$ cat src/rtl/sync_fifo_init_pkg.sv
// rtl/sync_fifo_init_pkg.sv - shared sizes and preload pattern for the preloaded FIFO
package sync_fifo_init_pkg;

    localparam int DATA_W = 6;
    localparam int DEPTH  = 32;
    localparam int ADDR_W = 5;

    // Entry i of the preload holds its own index, truncated to the data width.
    function automatic logic [DATA_W-1:0] init_val(input int unsigned i);
        return i[DATA_W-1:0];
    endfunction

endpackage

$ cat src/rtl/sync_fifo_init_if.sv
// rtl/sync_fifo_init_if.sv - write/read handshake bundle of the preloaded FIFO
// master: the client (drives requests and write data)
// slave:  the FIFO (drives flags, read data and error pulses)
interface sync_fifo_init_if;
    import sync_fifo_init_pkg::*;

    logic              fifo_wr_en;
    logic [DATA_W-1:0] fifo_wr_data;
    logic              fifo_full;
    logic              fifo_rd_en;
    logic [DATA_W-1:0] fifo_rd_data;
    logic              fifo_empty;
    logic              fifo_wr_err;
    logic              fifo_rd_err;

    modport master (
        output fifo_wr_en, fifo_wr_data, fifo_rd_en,
        input  fifo_full, fifo_rd_data, fifo_empty, fifo_wr_err, fifo_rd_err
    );

    modport slave (
        input  fifo_wr_en, fifo_wr_data, fifo_rd_en,
        output fifo_full, fifo_rd_data, fifo_empty, fifo_wr_err, fifo_rd_err
    );

endinterface

$ cat src/rtl/sync_fifo_init_mem.sv
// rtl/sync_fifo_init_mem.sv - register array with write port, registered read port and reset preload
// clk, rst_n          : clock, synchronous active-low reset (loads init pattern, clears rd_data)
// wr_en/wr_addr/wr_data : write port, one entry per cycle
// rd_en/rd_addr       : read request; rd_data updates on the accepting edge and holds otherwise
module sync_fifo_init_mem
    import sync_fifo_init_pkg::*;
(
    input  logic              clk,
    input  logic              rst_n,
    input  logic              wr_en,
    input  logic [ADDR_W-1:0] wr_addr,
    input  logic [DATA_W-1:0] wr_data,
    input  logic              rd_en,
    input  logic [ADDR_W-1:0] rd_addr,
    output logic [DATA_W-1:0] rd_data
);

    logic [DATA_W-1:0] mem_q [DEPTH];
    logic [DATA_W-1:0] mem_d [DEPTH];
    logic [DATA_W-1:0] rd_data_q;
    logic [DATA_W-1:0] rd_data_d;

    always_comb begin
        mem_d     = mem_q;
        rd_data_d = rd_data_q;
        if (wr_en) begin
            mem_d[wr_addr] = wr_data;
        end
        // Read and write never target the same slot in one cycle: equal
        // pointers mean full or empty, where only one side is accepted.
        if (rd_en) begin
            rd_data_d = mem_q[rd_addr];
        end
    end

    always_ff @(posedge clk) begin
        if (!rst_n) begin
            for (int i = 0; i < DEPTH; i++) begin
                mem_q[i] <= init_val(i);
            end
            rd_data_q <= '0;
        end else begin
            mem_q     <= mem_d;
            rd_data_q <= rd_data_d;
        end
    end

    assign rd_data = rd_data_q;

endmodule

$ cat src/rtl/sync_fifo_init.sv
// rtl/sync_fifo_init.sv - single-clock FIFO that comes out of reset full of indices 0..DEPTH-1
// clk, rst_n : clock, synchronous active-low reset
// fifo       : slave side of the handshake bundle (requests in; flags, data, error pulses out)
module sync_fifo_init
    import sync_fifo_init_pkg::*;
(
    input  logic             clk,
    input  logic             rst_n,
    sync_fifo_init_if.slave  fifo
);

    localparam logic [ADDR_W:0] COUNT_FULL = (ADDR_W+1)'(DEPTH);

    logic [ADDR_W-1:0] wr_ptr_q, wr_ptr_d;
    logic [ADDR_W-1:0] rd_ptr_q, rd_ptr_d;
    logic [ADDR_W:0]   count_q, count_d;
    logic              wr_err_q, wr_err_d;
    logic              rd_err_q, rd_err_d;
    logic              wr_ok;
    logic              rd_ok;

    // Acceptance depends only on the occupancy at the start of the cycle,
    // so a full FIFO rejects a write even while a read frees a slot.
    always_comb begin
        wr_ok    = fifo.fifo_wr_en && (count_q != COUNT_FULL);
        rd_ok    = fifo.fifo_rd_en && (count_q != '0);
        wr_ptr_d = wr_ptr_q;
        rd_ptr_d = rd_ptr_q;
        count_d  = count_q;
        wr_err_d = fifo.fifo_wr_en && !wr_ok;
        rd_err_d = fifo.fifo_rd_en && !rd_ok;
        if (wr_ok) begin
            wr_ptr_d = wr_ptr_q + ADDR_W'(1);
        end
        if (rd_ok) begin
            rd_ptr_d = rd_ptr_q + ADDR_W'(1);
        end
        case ({wr_ok, rd_ok})
            2'b10:   count_d = count_q + (ADDR_W+1)'(1);
            2'b01:   count_d = count_q - (ADDR_W+1)'(1);
            default: count_d = count_q;
        endcase
    end

    always_ff @(posedge clk) begin
        if (!rst_n) begin
            wr_ptr_q <= '0;
            rd_ptr_q <= '0;
            count_q  <= COUNT_FULL;
            wr_err_q <= 1'b0;
            rd_err_q <= 1'b0;
        end else begin
            wr_ptr_q <= wr_ptr_d;
            rd_ptr_q <= rd_ptr_d;
            count_q  <= count_d;
            wr_err_q <= wr_err_d;
            rd_err_q <= rd_err_d;
        end
    end

    sync_fifo_init_mem u_mem (
        .clk     (clk),
        .rst_n   (rst_n),
        .wr_en   (wr_ok),
        .wr_addr (wr_ptr_q),
        .wr_data (fifo.fifo_wr_data),
        .rd_en   (rd_ok),
        .rd_addr (rd_ptr_q),
        .rd_data (fifo.fifo_rd_data)
    );

    assign fifo.fifo_full   = (count_q == COUNT_FULL);
    assign fifo.fifo_empty  = (count_q == '0);
    assign fifo.fifo_wr_err = wr_err_q;
    assign fifo.fifo_rd_err = rd_err_q;

endmodule

$ cat src/flat_wrapper.sv
// flat-port wrapper written by rule: the top's interface ports become plain ports
module sync_fifo_init_flat import sync_fifo_init_pkg::*;
  (clk, rst_n, fifo_fifo_wr_en, fifo_fifo_wr_data, fifo_fifo_rd_en, fifo_fifo_full, fifo_fifo_rd_data, fifo_fifo_empty, fifo_fifo_wr_err, fifo_fifo_rd_err);
  sync_fifo_init_if fifo_i ();
  input  logic clk;
  input  logic rst_n;
  input wire logic [$bits(fifo_i.fifo_wr_en)-1:0] fifo_fifo_wr_en;
  input wire logic [$bits(fifo_i.fifo_wr_data)-1:0] fifo_fifo_wr_data;
  input wire logic [$bits(fifo_i.fifo_rd_en)-1:0] fifo_fifo_rd_en;
  output wire logic [$bits(fifo_i.fifo_full)-1:0] fifo_fifo_full;
  output wire logic [$bits(fifo_i.fifo_rd_data)-1:0] fifo_fifo_rd_data;
  output wire logic [$bits(fifo_i.fifo_empty)-1:0] fifo_fifo_empty;
  output wire logic [$bits(fifo_i.fifo_wr_err)-1:0] fifo_fifo_wr_err;
  output wire logic [$bits(fifo_i.fifo_rd_err)-1:0] fifo_fifo_rd_err;
  assign fifo_i.fifo_wr_en = fifo_fifo_wr_en;
  assign fifo_i.fifo_wr_data = fifo_fifo_wr_data;
  assign fifo_i.fifo_rd_en = fifo_fifo_rd_en;
  assign fifo_fifo_full = fifo_i.fifo_full;
  assign fifo_fifo_rd_data = fifo_i.fifo_rd_data;
  assign fifo_fifo_empty = fifo_i.fifo_empty;
  assign fifo_fifo_wr_err = fifo_i.fifo_wr_err;
  assign fifo_fifo_rd_err = fifo_i.fifo_rd_err;
  sync_fifo_init u_core (.clk(clk), .rst_n(rst_n), .fifo(fifo_i));
endmodule
$ cat config.mk
export PLATFORM = sky130hd
export DESIGN_NAME = sync_fifo_init_flat
export DESIGN_NICKNAME = d
export VERILOG_FILES = /design/src/rtl/sync_fifo_init_pkg.sv /design/src/rtl/sync_fifo_init_if.sv /design/src/rtl/sync_fifo_init_mem.sv /design/src/rtl/sync_fifo_init.sv /design/src/flat_wrapper.sv
export SDC_FILE = /design/constraint.sdc
export NUM_CORES = 1
export LEC_CHECK = 0
export BUFFER_PORTS_ARGS = -buffer_cell sky130_fd_sc_hd__buf_2
export CORE_ASPECT_RATIO = 0.6
export CORE_MARGIN = 2
export CORE_UTILIZATION = 40
export DETAILED_ROUTE_END_ITERATION = 8
export PLACE_DENSITY_LB_ADDON = 0.3
export SLEW_MARGIN = 25
export SYNTH_ARGS = -nofsm -noshare
export SYNTH_HDL_FRONTEND = slang
export SYNTH_SLANG_ARGS = --single-unit
$ cat constraint.sdc
create_clock -name clk -period 4.08 [get_ports clk]
set_input_delay 0.408 -clock clk [delete_from_list [all_inputs] [get_ports clk]]
set_output_delay 0.408 -clock clk [all_outputs]
set_load 0.01 [all_outputs]
==> summary.txt <==
CTS
  • Clock sink total: between 200 and 250
  • H-tree depth: 1
  • Post-CTS Setup Bufs: 0
  • Post-CTS sizing: 0
  • TritonCTS Buffers: 21
  • CTS Hold Bufs: 0
  • CTS max path bufs: 3
  • CTS root buffer: clkbuf_16
  • TritonCTS clock tree: done
  • CTS clk-pin slew, worst paths: 0.07 ns
  • Clock latency on the worst-skew pair: ~0.51 ns

STA
  • Setup Viol. Count Final: 0
  • Final Max Slew Viols: 0
  • Fin Setup TNS: 0 ns
  • WHS: between 0.15 and 0.2 ns
  • Hold Fails Final Rpt: 0
  • Post-layout min period: about 3.2 ns
  • Fmax: just over 300 MHz
  • Worst Max-Slew Pin Slew: roughly 1 ns
  • Unrepaired setup endpoints after global routing: false
  • Clock Skew: between 0.009 and 0.01 ns
  • Worst rel slew slack: between 30% and 40%
  • Period utilization: 79.2%

Hold path
  • Worst hold path type: in -> reg
  • WHS Path Cells: 3
  • Hold EP: u_core.fifo.fifo_rd_err
  • Worst Min Path Start: fifo_fifo_rd_en

Placement
  • GP Congestion: 0.774
  • DPL Wire Length: 18400 µm
  • Port-buffer cells: 19

Global routing
  • Largest net degree at the start of global routing: 96
  • GRT Total Usage: 22.2%
  • Vias in the first global route: 7789
  • First-pass GRT wire length: 46700 µm
  • Grt ovf: 0
  • Antenna violations before repair: 0

Synthesis
  • Syn_area_per_cell: a little under 9 µm²
  • Most used DFF post-synth: dfxtp_1
  • Post-synthesis sequential area ratio: approximately 43%
  • Number of flops mapped to enable cells by yosys: 0
  • Syn Nets: 1174
  • Asr flop ratio synth: 0%
  • Area of the mapped netlist: about 10000 µm²
  • YS warnings: 0
  • Post-Syn Instances: between 1000 and 1500
  • Synth unique cells: between 50 and 60
  • Synth Register Bits: 216

Outcome
  • Status: finished clean

Cells and area
  • Antenna cells: 0
  • Share of cells above drive strength 1: a little under an eighth
  • Layout Nets: roughly 1100
  • Final Util: 43.9%
  • Area Growth Syn to Fin: 8.51%

Floorplan
  • Row count: 45
  • Die ar.: roughly 27000 µm²
  • Num ports: 20
  • Die height: 127 µm
  • Initial Util: 40.4%
  • Core Footprint: about 25000 µm²
  • Width of the die: approximately 210 µm

Critical path
  • CP Class: reg -> reg
  • R2r endpoint: u_core.count_q[5]
  • Worst flop-to-flop path startpoint: u_core.count_q[1]
  • Worst Path Max Fanout: 10
  • Arrival @ worst endpoint: ~3.7 ns
  • Number of cells on the worst reg-to-reg path: 10
  • Worst reg-to-reg setup slack: 0.85 ns
  • Critical Path Sink Type: register
  • CP required: ~4.5 ns
  • CP startpoint kind: register

Drt
  • Vias: ~8600
  • DR pass1 iterations: 8
  • Final ANT Viol Nets: 0
  • 1st-iter DRT viols: approximately 1200
  • DRC: 0
  • Routed WL: 29200 µm
  • Vias per Instance: between 5 and 6
  • Routed WL per cell: approximately 20 µm

Power
  • Peak supply drop: about 210 µV
  • Cell Int Power: approximately 3.6 mW
  • Power Total: 5.20 mW
  • Clock power share: between 30% and 40%
  • Switching share of power: between 30% and 40%
  • Logic pwr share: 19.0%
  • Cell area power density: 473 nW/µm²
  • Leak: about 3.7 nW
  • Share of total power in sequential cells: ~45%
  • Sw power: approximately 1.6 mW

Job
  • Max-Cap Viols: 0
critical path: stages (launching register included):
cell and delay (ns):
dfxtp_1 0.38, nor4_4 0.61, and3_1 0.28, nand2b_1 0.26
ha_1 0.41, ha_1 0.22, a21o_1 0.08, a21oi_1 0.10
or4_1 0.51, a31o_2 0.25, nand3_1 0.07
worst max-delay path by stage:
stage | startpoint | endpoint | slack, ns | cells after the start
3_3_place_gp | u_core.count_q[1] | u_core.count_q[5] | 0.98 | 9
3_5_place_dp | u_core.count_q[1] | u_core.count_q[5] | 0.89 | 10
4_1_cts | u_core.count_q[1] | u_core.count_q[5] | 0.86 | 10
2_1_floorplan | u_core.count_q[1] | u_core.count_q[5] | 1.18 | 10
5_1_grt | u_core.count_q[1] | u_core.count_q[5] | 0.56 | 10
6_report | u_core.count_q[1] | u_core.count_q[5] | 0.85 | 10
synthesized netlist by cell type, drive strengths merged, types with 3 or more instances:
cell    count  area (µm²)
a31o        5        43.8
nand2     230         868
nor3        4        31.3
xnor2       7        61.3
nand4       3        31.3
nor2b       7        51.3
a22oi      10        75.1
and2        9        56.3
xor2        3        26.3
nor2       21        81.3
nor3b       4        40.0
nand3     181         906
o22ai       5        31.3
ha         10         125
a21oi       7        35.0
inv         6        22.5
mux4       37         833
a211oi      6        45.0
mux2i      27         270
o221ai      6        52.6
clkbuf     55         215
buf        49         268
a32o        5        50.1
a21boi    113         848
a31oi       5        50.1
dfxtp     216        4320
o21ai     103         515
state kept, by name, indices dropped and copies added (netlist names):
register	cells
u_core.fifo.fifo_rd_err	1
u_core.u_mem.rd_data	6
u_core.rd_ptr_q	5
u_core.wr_ptr_q	5
u_core.count_q	6
u_core.fifo.fifo_wr_err	1
u_core.u_mem.mem_q	192
placed cells by master, fill, tap and decap left out, types with 9 or more instances in the layout:
cell type and count:
mux4_2 37, clkbuf_16 21, a21boi_0 91, a21boi_1 22
a22oi_1 10, o21ai_0 103, dfxtp_1 215, nand3_1 181
buf_4 25, nor2_1 20, and2_1 9, mux2i_1 27
ha_1 10, nand2_1 228, buf_2 18
per-layer routing:
metal / vias up / GRT usage [%] / wire (µm)
li1: 3996 / - / -
met1: 4254 / 35.9 / 14700
met2: 348 / 30.6 / 11800
met3: 26 / 3.83 / 2390
met4: 0 / 3.49 / 318
met5: - / 0 / 0
final cells by class:
cell class / count / area, µm²
sequential: 216 / 4330
fill: 2426 / 14100
inverter: 6 / 22.5
clock inverter: 4 / 20.0
clock buffer: 30 / 619
multi-input combinational: 827 / 5310
timing repair buffer: 43 / 278
tap: 329 / 412
per-stage QoR:
stage | cells | setup slack [ns] | instance area (µm²)
6_report | 1455 | 0.849 | 11000
5_1_grt | 1455 | 0.560 | 11000
4_1_cts | 1455 | 0.861 | 11000
3_5_place_dp | 1421 | 0.891 | 10300
3_3_place_gp | 1421 | 0.985 | 10300
2_1_floorplan | 1153 | 1.18 | 10100
kinds of logic (layout without fill, tap and decap cells):
group | after synthesis | in the layout | share of synthesized area, %
muxes | 64 | 64 | 10.9
DFF | 216 | 216 | 42.7
xor gates and xnor gates | 10 | 10 | 0.865
adders and majority gates | 11 | 11 | 1.43
and+or+nand+nor | 472 | 472 | 21.5
AOI/OAI and AO/OA | 270 | 270 | 17.6
buffers and inverters | 110 | 83 | 4.99
power by group through the flow:
stage / logic, mW / registers (mW) / clock network, mW
after detailed placement: 0.976 / 2.37 / 0
after floorplan: 0.801 / 2.28 / 0
final: 0.988 / 2.32 / 1.89
after global routing: 1.07 / 2.34 / 2.02
after CTS: 0.980 / 2.32 / 1.93
after global placement: 0.967 / 2.37 / 0
No activity file was read; power rests on OpenSTA's default activity.
